## config.mk

```make
export PLATFORM = sky130hd
export DESIGN_NAME = axi_burst_slave_flat
export DESIGN_NICKNAME = d
export VERILOG_FILES = /design/src/rtl/axi_burst_slave_pkg.sv /design/src/rtl/axi_burst_slave_if.sv /design/src/rtl/axi_burst_slave_mem.sv /design/src/rtl/axi_burst_slave.sv /design/src/flat_wrapper.sv
export SDC_FILE = /design/constraint.sdc
export NUM_CORES = 2
export LEC_CHECK = 0
export ABC_AREA = 1
export BUFFER_PORTS_ARGS = -buffer_cell sky130_fd_sc_hd__buf_2
export CAP_MARGIN = 20
export CORE_MARGIN = 10
export CORE_UTILIZATION = 30
export DETAILED_ROUTE_END_ITERATION = 10
export GPL_TIMING_DRIVEN = 0
export PLACE_DENSITY = 0.41
export RECOVER_POWER = 25
export SETUP_SLACK_MARGIN = 0.05
export SLEW_MARGIN = 20
export SYNTH_ARGS = -nofsm -noshare
export SYNTH_HDL_FRONTEND = slang
export SYNTH_SLANG_ARGS = --single-unit
```

## constraint.sdc

```tcl
create_clock -name clk -period 5.6 [get_ports clk]
set_input_delay 0.84 -clock clk [delete_from_list [all_inputs] [get_ports clk]]
set_output_delay 0.84 -clock clk [all_outputs]
set_load 0.02 [all_outputs]
```

## src/rtl/axi_burst_slave_pkg.sv

```systemverilog
// Shared definitions for the AXI-style burst slave: field widths,
// response codes, FSM state enums and the request field layout.
package axi_mini_pkg;

    localparam int ADDR_W = 8;
    localparam int LEN_W  = 4;
    localparam int ID_W   = 4;
    localparam int DATA_W = 8;
    localparam int SUM_W  = ADDR_W + 1;

    localparam logic OKAY = 1'b0;
    localparam logic ERR  = 1'b1;

    typedef enum logic {
        R_IDLE,
        R_DATA
    } r_state_e;

    typedef enum logic [1:0] {
        W_IDLE,
        W_DATA,
        W_RESP
    } w_state_e;

    // Request word layout shared by AR and AW: {addr, len, id}
    typedef struct packed {
        logic [ADDR_W-1:0] addr;
        logic [LEN_W-1:0]  len;
        logic [ID_W-1:0]   id;
    } req_t;

    // Beat address with one carry bit so crossing 0xFF is visible.
    function automatic logic [SUM_W-1:0] beat_sum(input logic [ADDR_W-1:0] base,
                                                  input logic [LEN_W-1:0]  beat);
        return SUM_W'(base) + SUM_W'(beat);
    endfunction

endpackage

```

## src/rtl/axi_burst_slave_if.sv

```systemverilog
// Bus bundle for the burst slave: AR, R, AW, W and B channels.
// Handshake rule for every channel: a transfer happens at a rising edge
// where VALID and READY are both 1; a source holds VALID and its payload
// stable until that edge, and READY may rise or fall freely.
interface axi_burst_slave_if;
    import axi_mini_pkg::*;

    logic                          ARVALID;
    logic                          ARREADY;
    logic [ADDR_W+LEN_W+ID_W-1:0]  ARIN;

    logic                          RVALID;
    logic                          RREADY;
    logic                          RLAST;
    logic [DATA_W:0]               ROUT;

    logic                          AWVALID;
    logic                          AWREADY;
    logic [ADDR_W+LEN_W+ID_W-1:0]  AWIN;

    logic                          WVALID;
    logic                          WREADY;
    logic [DATA_W-1:0]             WDATA;
    logic                          WLAST;

    logic                          BVALID;
    logic                          BREADY;
    logic [ID_W:0]                 BOUT;

    modport slave (
        input  ARVALID, ARIN, RREADY, AWVALID, AWIN, WVALID, WDATA, WLAST, BREADY,
        output ARREADY, RVALID, RLAST, ROUT, AWREADY, WREADY, BVALID, BOUT
    );

    modport master (
        output ARVALID, ARIN, RREADY, AWVALID, AWIN, WVALID, WDATA, WLAST, BREADY,
        input  ARREADY, RVALID, RLAST, ROUT, AWREADY, WREADY, BVALID, BOUT
    );

endinterface

```

## src/rtl/axi_burst_slave_mem.sv

```systemverilog
// Byte storage for the burst slave: one synchronous write port and one
// registered read port. A read and write of the same location in one
// cycle returns the old contents. Only the read register is reset.
module slave_mem #(
    parameter  int MEM_DEPTH = 256,
    localparam int IDX_W     = $clog2(MEM_DEPTH)
) (
    input  logic             clk,
    input  logic             rst,
    input  logic             we_i,
    input  logic [IDX_W-1:0] waddr_i,
    input  logic [7:0]       wdata_i,
    input  logic             re_i,
    input  logic [IDX_W-1:0] raddr_i,
    output logic [7:0]       rdata_o
);

    logic [7:0] mem_q [MEM_DEPTH];
    logic [7:0] rdata_q;

    // Write port; contents survive reset.
    always_ff @(posedge clk) begin
        if (we_i) begin
            mem_q[waddr_i] <= wdata_i;
        end
    end

    // Read register only updates when a new beat is fetched, so it holds under stall.
    always_ff @(posedge clk) begin
        if (rst) begin
            rdata_q <= '0;
        end else if (re_i) begin
            rdata_q <= mem_q[raddr_i];
        end
    end

    assign rdata_o = rdata_q;

endmodule

```

## src/rtl/axi_burst_slave.sv

```systemverilog
// Burst slave with independent read and write FSMs over a byte memory.
// Optional macro AXI_SLAVE_BOUNDARY_ERR_EN: beats past address 255 or
// MEM_DEPTH-1 are suppressed and flagged with an error response; without
// it beat addresses simply wrap.
module axi_burst_slave
    import axi_mini_pkg::*;
#(
    parameter int MEM_DEPTH = 256
) (
    input  logic                 clk,
    input  logic                 rst,
    axi_burst_slave_if.slave     bus,
    output r_state_e             dbg_r_state_o,
    output w_state_e             dbg_w_state_o,
    output logic [ID_W-1:0]      dbg_r_id_o
);

    localparam int               IDX_W    = $clog2(MEM_DEPTH);
    localparam logic [SUM_W-1:0] LAST_IDX = SUM_W'(MEM_DEPTH - 1);
`ifdef AXI_SLAVE_BOUNDARY_ERR_EN
    localparam logic             BOUND_CHECK = 1'b1;
`else
    localparam logic             BOUND_CHECK = 1'b0;
`endif

    // A beat is out of range only when boundary checking is built in.
    function automatic logic beat_oob(input logic [SUM_W-1:0] sum);
        return BOUND_CHECK && (sum > LAST_IDX);
    endfunction

    req_t ar_req;
    req_t aw_req;
    assign ar_req = req_t'(bus.ARIN);
    assign aw_req = req_t'(bus.AWIN);

    // ---------------- read channel state ----------------
    r_state_e          r_state_q;
    logic [ADDR_W-1:0] r_addr_q;
    logic [LEN_W-1:0]  r_len_q;
    logic [LEN_W-1:0]  r_beat_q;
    logic [LEN_W-1:0]  r_beat_d;
    logic [ID_W-1:0]   r_id_q;
    logic              arready_q;
    logic              rvalid_q;
    logic              rlast_q;
    logic              rerr_q;

    logic              ar_fire;
    logic              r_fire;
    logic              mem_re;
    logic [SUM_W-1:0]  rd_sum;
    logic [7:0]        mem_rdata;

    assign ar_fire  = (r_state_q == R_IDLE) && arready_q && bus.ARVALID;
    assign r_fire   = (r_state_q == R_DATA) && rvalid_q && bus.RREADY;
    assign r_beat_d = r_beat_q + LEN_W'(1);
    assign mem_re   = ar_fire || (r_fire && !rlast_q);

    // Address of the beat to fetch: first beat on AR accept, otherwise the next beat.
    always_comb begin
        rd_sum = beat_sum(r_addr_q, r_beat_d);
        if (ar_fire) begin
            rd_sum = beat_sum(ar_req.addr, LEN_W'(0));
        end
    end

    // Read FSM: accept AR, then stream len+1 beats with registered flags.
    always_ff @(posedge clk) begin
        if (rst) begin
            r_state_q <= R_IDLE;
            r_addr_q  <= '0;
            r_len_q   <= '0;
            r_beat_q  <= '0;
            r_id_q    <= '0;
            arready_q <= 1'b0;
            rvalid_q  <= 1'b0;
            rlast_q   <= 1'b0;
            rerr_q    <= OKAY;
        end else begin
            case (r_state_q)
                R_IDLE: begin
                    arready_q <= 1'b1;
                    if (ar_fire) begin
                        r_addr_q  <= ar_req.addr;
                        r_len_q   <= ar_req.len;
                        r_id_q    <= ar_req.id;
                        r_beat_q  <= '0;
                        rvalid_q  <= 1'b1;
                        rlast_q   <= (ar_req.len == '0);
                        rerr_q    <= beat_oob(rd_sum);
                        arready_q <= 1'b0;
                        r_state_q <= R_DATA;
                    end
                end
                R_DATA: begin
                    if (r_fire) begin
                        if (rlast_q) begin
                            rvalid_q  <= 1'b0;
                            rlast_q   <= 1'b0;
                            rerr_q    <= OKAY;
                            arready_q <= 1'b1;
                            r_state_q <= R_IDLE;
                        end else begin
                            r_beat_q <= r_beat_d;
                            rlast_q  <= (r_beat_d == r_len_q);
                            rerr_q   <= beat_oob(rd_sum);
                        end
                    end
                end
                default: r_state_q <= R_IDLE;
            endcase
        end
    end

    // ---------------- write channel state ----------------
    w_state_e          w_state_q;
    logic [ADDR_W-1:0] w_addr_q;
    logic [LEN_W-1:0]  w_len_q;
    logic [LEN_W-1:0]  w_beat_q;
    logic [ID_W-1:0]   w_id_q;
    logic              werr_q;
    logic              awready_q;
    logic              wready_q;
    logic              bvalid_q;
    logic [ID_W:0]     bout_q;

    logic              aw_fire;
    logic              w_fire;
    logic              w_last_beat;
    logic              w_beat_err;
    logic              mem_we;
    logic [SUM_W-1:0]  wr_sum;

    assign aw_fire     = (w_state_q == W_IDLE) && awready_q && bus.AWVALID;
    assign w_fire      = (w_state_q == W_DATA) && wready_q && bus.WVALID;
    assign wr_sum      = beat_sum(w_addr_q, w_beat_q);
    assign w_last_beat = (w_beat_q == w_len_q);
    assign w_beat_err  = (bus.WLAST != w_last_beat) || beat_oob(wr_sum);
    assign mem_we      = w_fire && !beat_oob(wr_sum) && !rst;

    // Write FSM: accept AW, take exactly len+1 beats, then hold the response.
    always_ff @(posedge clk) begin
        if (rst) begin
            w_state_q <= W_IDLE;
            w_addr_q  <= '0;
            w_len_q   <= '0;
            w_beat_q  <= '0;
            w_id_q    <= '0;
            werr_q    <= OKAY;
            awready_q <= 1'b0;
            wready_q  <= 1'b0;
            bvalid_q  <= 1'b0;
            bout_q    <= '0;
        end else begin
            case (w_state_q)
                W_IDLE: begin
                    awready_q <= 1'b1;
                    if (aw_fire) begin
                        w_addr_q  <= aw_req.addr;
                        w_len_q   <= aw_req.len;
                        w_id_q    <= aw_req.id;
                        w_beat_q  <= '0;
                        werr_q    <= OKAY;
                        awready_q <= 1'b0;
                        wready_q  <= 1'b1;
                        w_state_q <= W_DATA;
                    end
                end
                W_DATA: begin
                    if (w_fire) begin
                        if (w_last_beat) begin
                            wready_q  <= 1'b0;
                            bvalid_q  <= 1'b1;
                            bout_q    <= {w_id_q, werr_q | w_beat_err};
                            w_state_q <= W_RESP;
                        end else begin
                            w_beat_q <= w_beat_q + LEN_W'(1);
                            werr_q   <= werr_q | w_beat_err;
                        end
                    end
                end
                W_RESP: begin
                    if (bus.BREADY) begin
                        bvalid_q  <= 1'b0;
                        bout_q    <= '0;
                        awready_q <= 1'b1;
                        w_state_q <= W_IDLE;
                    end
                end
                default: w_state_q <= W_IDLE;
            endcase
        end
    end

    slave_mem #(
        .MEM_DEPTH (MEM_DEPTH)
    ) u_mem (
        .clk     (clk),
        .rst     (rst),
        .we_i    (mem_we),
        .waddr_i (wr_sum[IDX_W-1:0]),
        .wdata_i (bus.WDATA),
        .re_i    (mem_re),
        .raddr_i (rd_sum[IDX_W-1:0]),
        .rdata_o (mem_rdata)
    );

    assign bus.ARREADY = arready_q;
    assign bus.RVALID  = rvalid_q;
    assign bus.RLAST   = rlast_q;
    assign bus.ROUT    = {(rerr_q ? 8'h00 : mem_rdata), rerr_q};
    assign bus.AWREADY = awready_q;
    assign bus.WREADY  = wready_q;
    assign bus.BVALID  = bvalid_q;
    assign bus.BOUT    = bout_q;

    assign dbg_r_state_o = r_state_q;
    assign dbg_w_state_o = w_state_q;
    assign dbg_r_id_o    = r_id_q;

endmodule

```

## src/flat_wrapper.sv

```systemverilog
// flat-port wrapper written by rule: the top's interface ports become plain ports
module axi_burst_slave_flat import axi_mini_pkg::*;
#(
    parameter int MEM_DEPTH = 256
)
  (clk, rst, dbg_r_state_o, dbg_w_state_o, dbg_r_id_o, bus_ARVALID, bus_ARIN, bus_RREADY, bus_AWVALID, bus_AWIN, bus_WVALID, bus_WDATA, bus_WLAST, bus_BREADY, bus_ARREADY, bus_RVALID, bus_RLAST, bus_ROUT, bus_AWREADY, bus_WREADY, bus_BVALID, bus_BOUT);
  axi_burst_slave_if bus_i ();
  input  logic clk;
  input  logic rst;
  output r_state_e dbg_r_state_o;
  output w_state_e dbg_w_state_o;
  output logic [ID_W-1:0] dbg_r_id_o;
  input wire logic [$bits(bus_i.ARVALID)-1:0] bus_ARVALID;
  input wire logic [$bits(bus_i.ARIN)-1:0] bus_ARIN;
  input wire logic [$bits(bus_i.RREADY)-1:0] bus_RREADY;
  input wire logic [$bits(bus_i.AWVALID)-1:0] bus_AWVALID;
  input wire logic [$bits(bus_i.AWIN)-1:0] bus_AWIN;
  input wire logic [$bits(bus_i.WVALID)-1:0] bus_WVALID;
  input wire logic [$bits(bus_i.WDATA)-1:0] bus_WDATA;
  input wire logic [$bits(bus_i.WLAST)-1:0] bus_WLAST;
  input wire logic [$bits(bus_i.BREADY)-1:0] bus_BREADY;
  output wire logic [$bits(bus_i.ARREADY)-1:0] bus_ARREADY;
  output wire logic [$bits(bus_i.RVALID)-1:0] bus_RVALID;
  output wire logic [$bits(bus_i.RLAST)-1:0] bus_RLAST;
  output wire logic [$bits(bus_i.ROUT)-1:0] bus_ROUT;
  output wire logic [$bits(bus_i.AWREADY)-1:0] bus_AWREADY;
  output wire logic [$bits(bus_i.WREADY)-1:0] bus_WREADY;
  output wire logic [$bits(bus_i.BVALID)-1:0] bus_BVALID;
  output wire logic [$bits(bus_i.BOUT)-1:0] bus_BOUT;
  assign bus_i.ARVALID = bus_ARVALID;
  assign bus_i.ARIN = bus_ARIN;
  assign bus_i.RREADY = bus_RREADY;
  assign bus_i.AWVALID = bus_AWVALID;
  assign bus_i.AWIN = bus_AWIN;
  assign bus_i.WVALID = bus_WVALID;
  assign bus_i.WDATA = bus_WDATA;
  assign bus_i.WLAST = bus_WLAST;
  assign bus_i.BREADY = bus_BREADY;
  assign bus_ARREADY = bus_i.ARREADY;
  assign bus_RVALID = bus_i.RVALID;
  assign bus_RLAST = bus_i.RLAST;
  assign bus_ROUT = bus_i.ROUT;
  assign bus_AWREADY = bus_i.AWREADY;
  assign bus_WREADY = bus_i.WREADY;
  assign bus_BVALID = bus_i.BVALID;
  assign bus_BOUT = bus_i.BOUT;
  axi_burst_slave #(.MEM_DEPTH(MEM_DEPTH)) u_core (.clk(clk), .rst(rst), .bus(bus_i), .dbg_r_state_o(dbg_r_state_o), .dbg_w_state_o(dbg_w_state_o), .dbg_r_id_o(dbg_r_id_o));
endmodule
```

# Yosys cells after proc, flatten, opt, wreduce, memory -nomap -nowiden
# Memories as Yosys holds them, arrays and structs flattened. A register that Yosys moved wholly into a read port is not among the register bits.
# Cells that the tools add are included.
op_classes:
  add_sub_neg: 4
  n_eq_ne: 14
  n_mux: 55
  bitwise: 2
  n_reduce_logical: 29
ops:
  columns: ["cell", "n"]
  rows:
  - ["$mux W1", 27]
  - ["$mux W4", 6]
  - ["$pmux W1 S2", 9]
  - ["$add A8 B4 Y8", 2]
  - ["$mux W8", 2]
  - ["$pmux W4 S2", 2]
  - ["$reduce_and A4 Y1", 4]
  - ["$mux W5", 3]
  - ["$logic_and A1 B1 Y1", 10]
  - ["$ne A2 B2 Y1 const B", 5]
  - ["$pmux W5 S2", 1]
  - ["$reduce_and A2 Y1", 5]
  - ["$add A4 B1 Y4 const B", 2]
  - ["$eq A4 B4 Y1", 2]
  - ["$mux W2", 4]
  - ["$ne A2 B1 Y1 const B", 4]
  - ["$pmux W2 S3", 1]
  - ["$reduce_and A3 Y1", 2]
  - ["$reduce_bool A2 Y1", 3]
  - ["$logic_not A4 Y1", 1]
  - ["$eq A2 B1 Y1 const B", 1]
  - ["$eq A2 B2 Y1 const B", 1]
  - ["$logic_not A1 Y1", 2]
  - ["$logic_not A2 Y1", 1]
  - ["4 further kinds", 4]
totals:
  reg_bits: 56
  ram_bits: 2048
  input_bits: 48
  out_inout_bits: 27
  wordCells: 124
  mem_count: 1
mem_list:
  columns: ["name", "words", "width", "read_ports", "rd_ports_with_merged_regs", "write_ports", "line", "rtl"]
  rows:
  - ["u_core.u_mem.mem_q", 256, 8, 1, 1, 1, "axi_burst_slave_mem.sv:18", "logic [7:0] mem_q [MEM_DEPTH];"]

# Logic depth before layout (Yosys ltp)
logic_depth:
  depth_word: 6
  depth_mapped: 20
  mapped_depth_nobuf: 18

# By module
# A second synthesis with hierarchy kept.
hier_totals:
  cells_unflattened: 7422
  area_unflattened_um2: 86317.8
modules_own_cells:
  columns: ["module", "instances", "cells_each", "area_each_um2", "seq_area_each_um2"]
  rows:
  - ["slave_mem", 1, 7038, 83522.6, 61659.1]
  - ["axi_burst_slave", 1, 384, 2795.2, 1101.1]

# Worst setup path after synthesis
# No wires, ideal clock.
synth_timing:
  path_type: "reg2reg"
  start: "register u_core.w_beat_q[0]"
  end: "memory u_core.u_mem.mem_q[38][0], enable pin"
  setup_ns: 0.370
  arrival_ns: 2.619
  required_time_ns: 5.230
  path_slack_ns: 2.610
  stages_incl_launch_ff: 15
  path_buffers: 1
  path_cell_list: "dfxtp_1 ha_1 inv_1 fa_1 nor2_1 o21ai_0 nand2_1 nand2_1 nor2_1 xor2_1 inv_1 nor2_1 nand3_1 clkbuf_1 nor2_1"
synth_between:
  elab_chain_cells: 1
synth_rtl:
  columns: ["item", "line", "rtl"]
  rows:
  - ["start: declaration", "axi_burst_slave.sv:119", "logic [LEN_W-1:0] w_beat_q;"]
  - ["start signal: assignment", "axi_burst_slave.sv:177", "w_beat_q <= w_beat_q + LEN_W'(1);"]
  - ["$add A8 B4 Y8", "axi_burst_slave_pkg.sv:35", "return SUM_W'(base) + SUM_W'(beat);"]
  - ["end: declaration", "axi_burst_slave_mem.sv:18", null]
# No other way between the ends.

# Worst setup path in the final report
layout_timing:
  start: "register u_core.r_beat_q[0]"
  end: "register u_core.u_mem.rdata_q[7] (netlist: u_core.u_mem.rdata_o[7]) (read register of u_core.u_mem.mem_q)"
layout_between:
  elab_chain_cells: 3
layout_rtl:
  columns: ["item", "line", "rtl"]
  rows:
  - ["start: declaration", "axi_burst_slave.sv:40", "logic [LEN_W-1:0] r_beat_q;"]
  - ["start signal: assignment", "axi_burst_slave.sv:104", "r_beat_q <= r_beat_d;"]
  - ["$add A4 B1 Y4", "axi_burst_slave.sv:56", "assign r_beat_d = r_beat_q + LEN_W'(1);"]
  - ["$add A8 B4 Y8", "axi_burst_slave_pkg.sv:35", null]
  - ["$mux W8", "axi_burst_slave.sv:62", "if (ar_fire) begin"]
  - ["end: declaration", "axi_burst_slave_mem.sv:19", "logic [7:0] rdata_q;"]
# No other way between the ends.
# A chain may end at the register's enable or synchronous reset.

==> results.sh <==
export IMPL_status="finished with violations"
export IMPL_failed_checks="capacitance limit, slew limit"
export IMPL_seqPwrFrac_pct=38.1
export IMPL_synthesis_area_sq_um=91800
export IMPL_worst_endpoint_required_ns=6.40
export IMPL_synth_seq_cells=2111
export IMPL_final_common_cell="sky130_fd_sc_hd__edfxtp_1"
export IMPL_synth_xor_xnor_area_share_pct=0.0954
export IMPL_final_min_period_over_clock_period_pct=99.4
export IMPL_clock_sink_count=2111
export IMPL_critical_path_slowest_cell="sky130_fd_sc_hd__buf_2"
export IMPL_complex_gate_fraction_of_the_synthesized_area_pct=2.44
export IMPL_postRouteAntennaNets=0
export IMPL_timing_hold_worst_class="input port to flop"
export IMPL_path_common_cell="sky130_fd_sc_hd__nand3_1"
export IMPL_synthToLayoutAreaGrowth_pct=15.3
export IMPL_yosysWarningCount=0
export IMPL_antenna_found_initial=39
export IMPL_largest_net_degree_at_the_start_of_global_routing=102
export IMPL_timing_worst_setup_path_type="flop to flop"
export IMPL_timing_hold_ws_ns=0.188
export IMPL_netSwitchingFraction_pct=37.2
export IMPL_floorplan_die_area_sq_um=328000
export IMPL_initialDrtViolationCount=8535
export IMPL_syn_area_per_cell_sq_um=11.0
export IMPL_wire_per_inst_microns=31.4
export IMPL_floorplan_rows=203
export IMPL_die_h_microns=573
export IMPL_pre_cts_ws_ns=-0.132
export IMPL_clock_power_share_pct=33.4
export IMPL_drive_above_1_share_pct=8.86
export IMPL_comb_power_share_pct=28.6
export IMPL_finalWorstSetupSlack_ns=0.0334
export IMPL_path_cells="ha_1 -> xor2_1 -> ha_1 -> nand2_1 -> inv_1 -> o21ai_0 -> o21ai_1 -> inv_1 -> buf_2 -> buf_2 -> nand3_1 -> nand3_1 -> nand3_1 -> nand3_1 -> nand3_1 -> nand3_1 -> nand3_1 -> nand2_1 -> inv_1"
export IMPL_powerDensity_nw_per_um2=432
export IMPL_leakage_nw=39.1
export IMPL_postSynthCellCount=8308
export IMPL_vias=66950
export IMPL_htree_levels=4
export IMPL_synth_area_mux_share_pct=0
export IMPL_nNetsFinal=8730
export IMPL_max_freq_ghz=0.180
export IMPL_max_slew_margin_rel_pct=-272
export IMPL_rsz0062_at_grt="true"
export IMPL_slew_viol_final=1023
export IMPL_arrival_ns=6.37
export IMPL_vias_per_cell=5.16
export IMPL_synth_simple_area_share_pct=21.8
export IMPL_global_route_usage_total_pct=23.7
export IMPL_starting_density_pct=30.1
export IMPL_max_cap_viol_count=14
export IMPL_tritoncts="done"
export IMPL_skew_ns=0.0747
export IMPL_grt_overflow=0
export IMPL_clkSlewWorstSetupHoldPaths_ns=0.06
export IMPL_die_x_microns=573
export IMPL_wirelength_mm=407
export IMPL_port_buffer_count=73
export IMPL_dp_hpwl_mm=294
export IMPL_worst_slew_pin_slew_ns=5.58
export IMPL_fin_crit_ns=5.57
export IMPL_postPlaceCellArea_sq_um=98700
export IMPL_timing_critical_path_from_type="flop"
export IMPL_post_synthesis_cell_type_count=38
export IMPL_report_final_hold_viol_count=0
export IMPL_grt_pass1_vias=62524
export IMPL_clock_root_buffer="sky130_fd_sc_hd__clkbuf_16"
export IMPL_p_int_w=0.0287
export IMPL_gpl_final_weighted_congestion=0.953
export IMPL_net_switching_power_w=0.0170
export IMPL_final_cell_mix="sky130_fd_sc_hd__edfxtp_1 (2048), sky130_fd_sc_hd__nand2_1 (1712), sky130_fd_sc_hd__nand3_1 (1670)"
export IMPL_worstSkewPairLatency_ns=0.93
export IMPL_worst_setup_path_end_kind="flop"
export IMPL_area_sequential_sq_um=62800
export IMPL_total_power_w=0.0457
export IMPL_synth_top_family_by_area="simple AND/OR/NAND/NOR gates"
export IMPL_top_level_ports=75
export IMPL_wire_length_of_the_first_global_routing_pass_mm=544
export IMPL_fillerInstances=30901
export IMPL_route_detailed_drc=0
export IMPL_proportion_of_synthesized_chip_area_in_sequential_cells_pct=68.4
export IMPL_critical_path_max_stage_delay_ns=0.73
export IMPL_finish_instance_area_sq_um=106000
export IMPL_ctsLongestPathBuffers=4
export IMPL_worst_ir_drop_vdd_mv=0.309
export IMPL_timing_critical_path_fanout_max=10
export IMPL_setup_violations=0
export IMPL_multi_input_area_sq_um=22700
export IMPL_fin_setup_tns_ns=0
export IMPL_drt_pre_antenna_iters=8
export IMPL_synthAdderAreaFrac_pct=0.180
export IMPL_cts_buf_count=239
export IMPL_synth_net_count=8368
export IMPL_post_cts_repair_setup_buffers=0
export IMPL_core_area_sq_um=305000
[power by group through the flow]
stage	Clock [W]	Combinational, W	Sequential [W]
floorplan	0	0.00578	0.0177
global placement	0	0.0126	0.0178
detailed placement	0	0.0127	0.0177
CTS	0.0154	0.0128	0.0174
global route	0.0160	0.0134	0.0174
finish	0.0153	0.0131	0.0174
[timing repair]
item / in CTS / in global routing
resized for setup: 4 / 12
hold buffers: 0 / 0
endpoints found under the hold margin: 0 / 0
setup endpoints to repair: 6 / 7
pin swaps: 0 / 0
[cell usage after synthesis, drive strengths merged]
library cell  number  share of area [%]
clkinv             1             0.0041
nor3               8              0.044
a22oi              1              0.014
and3               1             0.0068
nor4               1             0.0068
nand3           1671                9.1
a211oi             4              0.033
conb               1             0.0041
fa                 2              0.044
nand2           1718                7.0
o2111ai            1             0.0095
ha                10               0.14
dfxtp             63                1.4
xor2               7              0.067
nor2             331                1.4
nand3b           505                4.1
buf              323                1.9
edfxtp          2048                 67
a21oi             37               0.20
a21boi             1             0.0082
or2                3              0.020
inv             1062                4.3
clkbuf           222               0.91
o21ai             45               0.25
o211ai           234                1.9
a221oi             1             0.0095
nand4              2              0.014
xnor2              3              0.029
nor3b              2              0.016
[cell families after synthesis]
group | Yosys count
xor gates and xnor gates | 10
adders and majority gates | 12
and+or+nand+nor | 4242
DFF | 2111
buffers and inverters | 1608
AOI/OAI and AO/OA | 324
other | 1
[sequential cells by signal, indices dropped and copies added, names as in the netlist]
name                  flops
u_core.bus.AWREADY        1
u_core.bus.BVALID         1
u_core.dbg_r_state_o      1
u_core.r_beat_q           4
u_core.u_mem.mem_q     2048
u_core.u_mem.rdata_o      8
u_core.w_id_q             4
u_core.w_len_q            4
u_core.r_len_q            4
u_core.r_addr_q           8
u_core.bus.WREADY         1
u_core.bus.RVALID         1
u_core.dbg_w_state_o      2
u_core.w_beat_q           4
u_core.bus.BOUT           5
u_core.w_addr_q           8
u_core.dbg_r_id_o         4
u_core.bus.RLAST          1
u_core.werr_q             1
u_core.bus.ARREADY        1
[routing by layer]
metal,vias to the layer above,GRT usage (%),routed length [microns]
li1,29290,-,-
met1,33904,33.8,179000
met2,3118,35.9,177000
met3,628,4.50,34000
met4,10,8.74,17700
met5,-,0,57
[worst max-delay path, delay by kind of cell, from the launching register on]
kind	cells	cell delay (ns)
AOI/OAI and AO/OA	2	0.41
xor gates and xnor gates	1	0.37
adders and majority gates	2	0.56
buffers and inverters	5	1.75
DFF	1	0.43
and+or+nand+nor	9	1.92
[path summary, 6_finish.rpt]
kind / from / endpoint / slack [ns] / cells past startpoint
hold / removal: bus_AWIN[0] / u_core.w_id_q[0] / 0.19 / 3
hold reg to reg: u_core.bus.BOUT[0] / u_core.bus.BOUT[0] / 0.46 / 2
setup reg to reg: u_core.r_beat_q[0] / u_core.u_mem.rdata_o[7] / 0.03 / 19
setup / recovery: u_core.r_beat_q[0] / u_core.u_mem.rdata_o[7] / 0.03 / 19
[through the flow]
step	util, %	std cells
4_1_cts	34.7	12962
3_3_place_gp	31.9	12481
2_1_floorplan	-	8308
6_report	34.7	12974
3_5_place_dp	32.3	12529
5_1_grt	34.7	12964
[area by class of cell]
| class | instances | area share (%) |
|---|---|---|
| buffer | 544 | 2.47 |
| inverter | 1063 | 3.77 |
| clock inverter | 125 | 0.909 |
| sequential | 2111 | 59.3 |
| antenna | 12 | 0.0284 |
| clock buffer | 308 | 6.00 |
| timing repair buffer | 122 | 1.25 |
| multi-input combinational | 4589 | 21.4 |
| tap | 4100 | 4.85 |
Power figures use the tool's default switching activity.
